[config.mk]
export PLATFORM = sky130hd
export DESIGN_NAME = multi_cycle_ctrl
export DESIGN_NICKNAME = d
export VERILOG_FILES = /design/src/rtl/multi_cycle_ctrl.sv
export SDC_FILE = /design/constraint.sdc
export NUM_CORES = 1
export LEC_CHECK = 0
export ABC_AREA = 1
export CORE_ASPECT_RATIO = 0.9
export CORE_MARGIN = 8
export CORE_UTILIZATION = 40
export DETAILED_ROUTE_END_ITERATION = 10
export PLACE_DENSITY_LB_ADDON = 0.15
export SLEW_MARGIN = 20
export SYNTH_ARGS = -nofsm -noshare
export SYNTH_HDL_FRONTEND = slang
export SYNTH_SLANG_ARGS = --single-unit
[constraint.sdc]
create_clock -name clk_i -period 1.96 [get_ports clk_i]
set_input_delay 0.588 -clock clk_i [delete_from_list [all_inputs] [get_ports clk_i]]
set_output_delay 0.588 -clock clk_i [all_outputs]
set_load 0.01 [all_outputs]
[src/rtl/multi_cycle_ctrl.sv]
// rtl/multi_cycle_ctrl.sv - multi-cycle FETCH/DECODE/EXECUTE/WRITEBACK sequencer for the lab core
module multi_cycle_ctrl #(
    parameter int unsigned CNT_W   = 32,
    parameter int unsigned TIMEOUT = 15
) (
    input  logic             clk_i,
    input  logic             rst_i,
    input  logic             start_i,
    input  logic [6:0]       opcode_i,
    input  logic             imem_ack_i,
    output logic             imem_req_o,
    output logic             ir_we_o,
    output logic             pc_we_o,
    output logic [1:0]       ALUOp_o,
    output logic             ALUSrc_o,
    output logic             RegWrite_o,
    output logic             busy_o,
    output logic             illegal_o,
    output logic             timeout_o,
    output logic [CNT_W-1:0] retired_o
);

    localparam logic [2:0] S_IDLE      = 3'd0;
    localparam logic [2:0] S_FETCH     = 3'd1;
    localparam logic [2:0] S_DECODE    = 3'd2;
    localparam logic [2:0] S_EXECUTE   = 3'd3;
    localparam logic [2:0] S_WRITEBACK = 3'd4;
    localparam logic [2:0] S_HALT      = 3'd5;

    localparam logic [6:0] OP_R = 7'b0110011;
    localparam logic [6:0] OP_I = 7'b0010011;

    localparam logic [7:0] WAIT_MAX  = 8'(TIMEOUT);
    localparam logic [7:0] WAIT_LAST = 8'(TIMEOUT - 1);

    logic [2:0]       state_q, state_d;
    logic [7:0]       wait_q, wait_d;
    logic [1:0]       alu_op_q, alu_op_d;
    logic             alu_src_q, alu_src_d;
    logic             illegal_q, illegal_d;
    logic             timeout_q, timeout_d;
    logic [CNT_W-1:0] retired_q, retired_d;

    always_comb begin
        state_d   = state_q;
        wait_d    = wait_q;
        alu_op_d  = alu_op_q;
        alu_src_d = alu_src_q;
        illegal_d = illegal_q;
        timeout_d = timeout_q;
        retired_d = retired_q;
        case (state_q)
            S_IDLE: begin
                wait_d = '0;
                if (start_i) state_d = S_FETCH;
            end
            S_FETCH: begin
                // wait_q counts FETCH cycles already spent without an ack
                if (imem_ack_i) begin
                    state_d = S_DECODE;
                    wait_d  = '0;
                end else if (wait_q >= WAIT_LAST) begin
                    timeout_d = 1'b1;
                    state_d   = S_HALT;
                end else if (wait_q != WAIT_MAX) begin
                    wait_d = wait_q + 8'd1;
                end
            end
            S_DECODE: begin
                if (opcode_i == OP_R) begin
                    alu_op_d  = 2'b10;
                    alu_src_d = 1'b0;
                    state_d   = S_EXECUTE;
                end else if (opcode_i == OP_I) begin
                    alu_op_d  = 2'b11;
                    alu_src_d = 1'b1;
                    state_d   = S_EXECUTE;
                end else begin
                    illegal_d = 1'b1;
                    state_d   = S_HALT;
                end
            end
            S_EXECUTE: state_d = S_WRITEBACK;
            S_WRITEBACK: begin
                retired_d = retired_q + CNT_W'(1);
                wait_d    = '0;
                state_d   = start_i ? S_FETCH : S_IDLE;
            end
            S_HALT: state_d = S_HALT;
            default: state_d = S_IDLE;
        endcase
    end

    always_ff @(posedge clk_i or negedge rst_i) begin
        if (!rst_i) begin
            state_q   <= S_IDLE;
            wait_q    <= '0;
            alu_op_q  <= '0;
            alu_src_q <= 1'b0;
            illegal_q <= 1'b0;
            timeout_q <= 1'b0;
            retired_q <= '0;
        end else begin
            state_q   <= state_d;
            wait_q    <= wait_d;
            alu_op_q  <= alu_op_d;
            alu_src_q <= alu_src_d;
            illegal_q <= illegal_d;
            timeout_q <= timeout_d;
            retired_q <= retired_d;
        end
    end

    logic ex_wb;
    assign ex_wb = (state_q == S_EXECUTE) || (state_q == S_WRITEBACK);

    assign imem_req_o = (state_q == S_FETCH);
    assign ir_we_o    = (state_q == S_FETCH) && imem_ack_i;
    assign pc_we_o    = (state_q == S_WRITEBACK);
    assign RegWrite_o = (state_q == S_WRITEBACK);
    assign ALUOp_o    = ex_wb ? alu_op_q : 2'b00;
    assign ALUSrc_o   = ex_wb ? alu_src_q : 1'b0;
    assign busy_o     = (state_q == S_FETCH) || (state_q == S_DECODE) || ex_wb;
    assign illegal_o  = illegal_q;
    assign timeout_o  = timeout_q;
    assign retired_o  = retired_q;

endmodule

==> flow_summary.json <==
{
  "worstMarginPinSlew_ps": 414,
  "slowest_delay_ps": 570,
  "cts_made_buffers": 5,
  "die_h_um": 92.1,
  "clk_latency_ps": 300,
  "area_growth_pct": 32.9,
  "post-route-drc-count": 0,
  "core-area_sq_um": 6180,
  "setup_viol": 0,
  "rsz0062_at_grt": "true",
  "powerDensity_nw_per_um2": 807,
  "endpoint_kind": "output port",
  "grt.busiest_layer": "met2",
  "tns_ps": 0,
  "final_common_cell": "nand2_1",
  "synth-seq-cells": 47,
  "antenna_found_initial": 0,
  "regToRegSetupSlack_ps": 310,
  "muxShareOfSynthArea": 0,
  "post_drt_wl_per_cell_um": 12.6,
  "p_total_w": 0.00276,
  "syn_avg_cell_area_sq_um": 7.89,
  "min_path_type": "input pin to asynchronous set/reset pin",
  "synth_edf_count": 0,
  "first_iter_violations": 112,
  "gr-usage-met3": 0.0363,
  "path_class": "register to output port",
  "antenna_left": 0,
  "cellLeakagePower_nw": 1.64,
  "cp.arrival_ps": 1320,
  "synthAdderAreaFrac": 0.0146,
  "drv_cap": 0,
  "routabilityCongestion": 0.869,
  "r2r_start": "state_q[0]",
  "synth_top_area_cell": "dfrtp_1",
  "slew-limit-headroom": 0.722,
  "place_hpwl_mm": 4.74,
  "cts_tree": "done",
  "clock_path_buffers": 2,
  "yosysWarnings": 0,
  "slowest_stage": "clkdlybuf4s50_1",
  "gr-usage-all-layers": 0.142,
  "skew_ps": 8.03,
  "vias_per_cell": 4.68,
  "nets": 416,
  "clkTransAtPathRegs_ps": 90,
  "synth_cells": 326,
  "synth_top_cells_by_area": "dfrtp_1 (46%), nand2_1 (14%), nor2_1 (6.6%), inv_1 (6.1%), xnor2_1 (4.4%)",
  "hold_viol": 0,
  "pin_count": 53,
  "hold_buffers": 0,
  "synthXorXnorAreaFrac": 0.0783,
  "period_share": 0.972,
  "synth_nets": 340,
  "htree_num_levels": 2,
  "synth_top_family_by_area": "simple AND/OR/NAND/NOR gates",
  "rr_worst_depth": 9,
  "grt_max_degree": 48,
  "drv_slew": 0,
  "synth-compound-area-share": 0.0238,
  "grt_use_met1": 0.190,
  "die_w_um": 101,
  "dieArea_sq_um": 9250,
  "layout_common_cells": "nand2_1 (99), nor2_1 (42), clkdlybuf4s50_1 (42)",
  "dr.pass1.iters": 4,
  "ir_drop_uv": 324,
  "crit_family": "buffers and inverters",
  "synth.top_cell.area_share": 0.457,
  "finalWirelength_mm": 6.19,
  "grt_pass1_vias": 2309,
  "crit_chain": "clkdlybuf4s50_1",
  "dr_total_vias": 2291,
  "final_period_minus_worst_setup_slack_ps": 1900,
  "grtUsageMet2": 0.221,
  "diodes": 0,
  "drive_above_1_share": 0.171,
  "cp_max_fo": 5,
  "synthArstFlopShare": 1.00,
  "critPathBufInv": 1,
  "cp-start-kind": "register",
  "synth_top_flop_cell": "dfrtp_1",
  "cp.required_ps": 1370,
  "port_buffers": 52,
  "netlist_area_sq_um": 2570,
  "worst_r2r_endpoint": "retired_o[24]",
  "seq_area_frac_synth": 0.457,
  "start_util": 0.416,
  "synthSimpleGateAreaFrac": 0.357,
  "ys_types": 25,
  "clock_sinks": 47,
  "status": "finished, final reports clean",
  "cts_root_buffer": "clkbuf_8",
  "grt_pass1_wl_mm": 10.8,
  "overflow": 0,
  "clock.fmax_mhz": 525,
  "std_cell_rows": 27
}
==> power by group <==
group	leakage [nW]	total, W	internal (W)	switching, W
clock network	0.0402	0.000591	0.000249	0.000343
registers	0.618	0.00118	0.00106	0.000113
logic	0.981	0.000990	0.000464	0.000526
total	1.64	0.00276	0.00178	0.000981
==> metal layers <==
layer | wire length (um) | share of wire
met2 | 2660 | 0.43
met5 | 0 | 0
met4 | 65 | 0.011
met1 | 3140 | 0.51
met3 | 323 | 0.052
==> flip-flops by register name (all words and copies together) (netlist names) <==
name,cells
retired_o,32
timeout_o,1
wait_q,8
alu_op_q,2
illegal_o,1
state_q,3
==> worst max path at each step <==
| stage | from | cells past startpoint | endpoint |
|---|---|---|---|
| floorplan | state_q[0] | 6 | ALUOp_o[0] |
| global placement | imem_ack_i | 4 | ir_we_o |
| detailed placement | imem_ack_i | 4 | ir_we_o |
| CTS | state_q[1] | 5 | pc_we_o |
| global route | state_q[2] | 6 | busy_o |
| finish | retired_o[16] | 1 | retired_o[16] |
==> cell type report <==
class                   count  area, sq um
flip-flops and latches     47         1190
clock buffers               5         68.8
multi-input cells         234         1230
repair buffers             71          633
inverters                  43          163
fillers                   602         2770
clock inverters             3         20.0
well taps                  87          109
==> cells in the mapped netlist, types with 2 or more instances <==
master / count
nand2_1: 99
dfrtp_1: 47
nor2_1: 45
inv_1: 42
nand3_1: 17
xnor2_1: 13
nand4_1: 12
xor2_1: 10
nor3_1: 5
a21oi_1: 4
nor2_2: 4
nor2_4: 4
o21ai_0: 4
ha_1: 3
nand3b_1: 3
buf_4: 2
nand3_2: 2
nand3_4: 2
o21bai_1: 2
==> cell families after synthesis <==
logic type	count (synthesis)
xor+xnor	23
fa+ha+maj	3
simple gates	197
buf+inv	45
flops	47
compound gates	11
==> timing repair <==
| action | 4_1_cts | 5_1_grt |
|---|---|---|
| buffers inserted | 2 | 0 |
| pin swaps | 0 | 2 |
| resized for setup | 34 | 16 |
| hold endpoints to repair | 0 | 0 |
| setup endpoints to repair | 9 | 15 |
==> stage by stage <==
step | worst slack [ps] | area [sq um] | hold WS (ps) | utilization | std cells
after global routing | -3.53 | 3420 | 268 | 0.553 | 490
after floorplan | 108 | 2570 | 292 | - | 326
after CTS | 0.0608 | 3430 | 258 | 0.554 | 490
after detailed placement | -389 | 3320 | 442 | 0.537 | 480
after global placement | -390 | 3320 | 440 | 0.537 | 480
final | 55.6 | 3420 | 248 | 0.553 | 490
No activity file was read; power rests on OpenSTA's default activity.
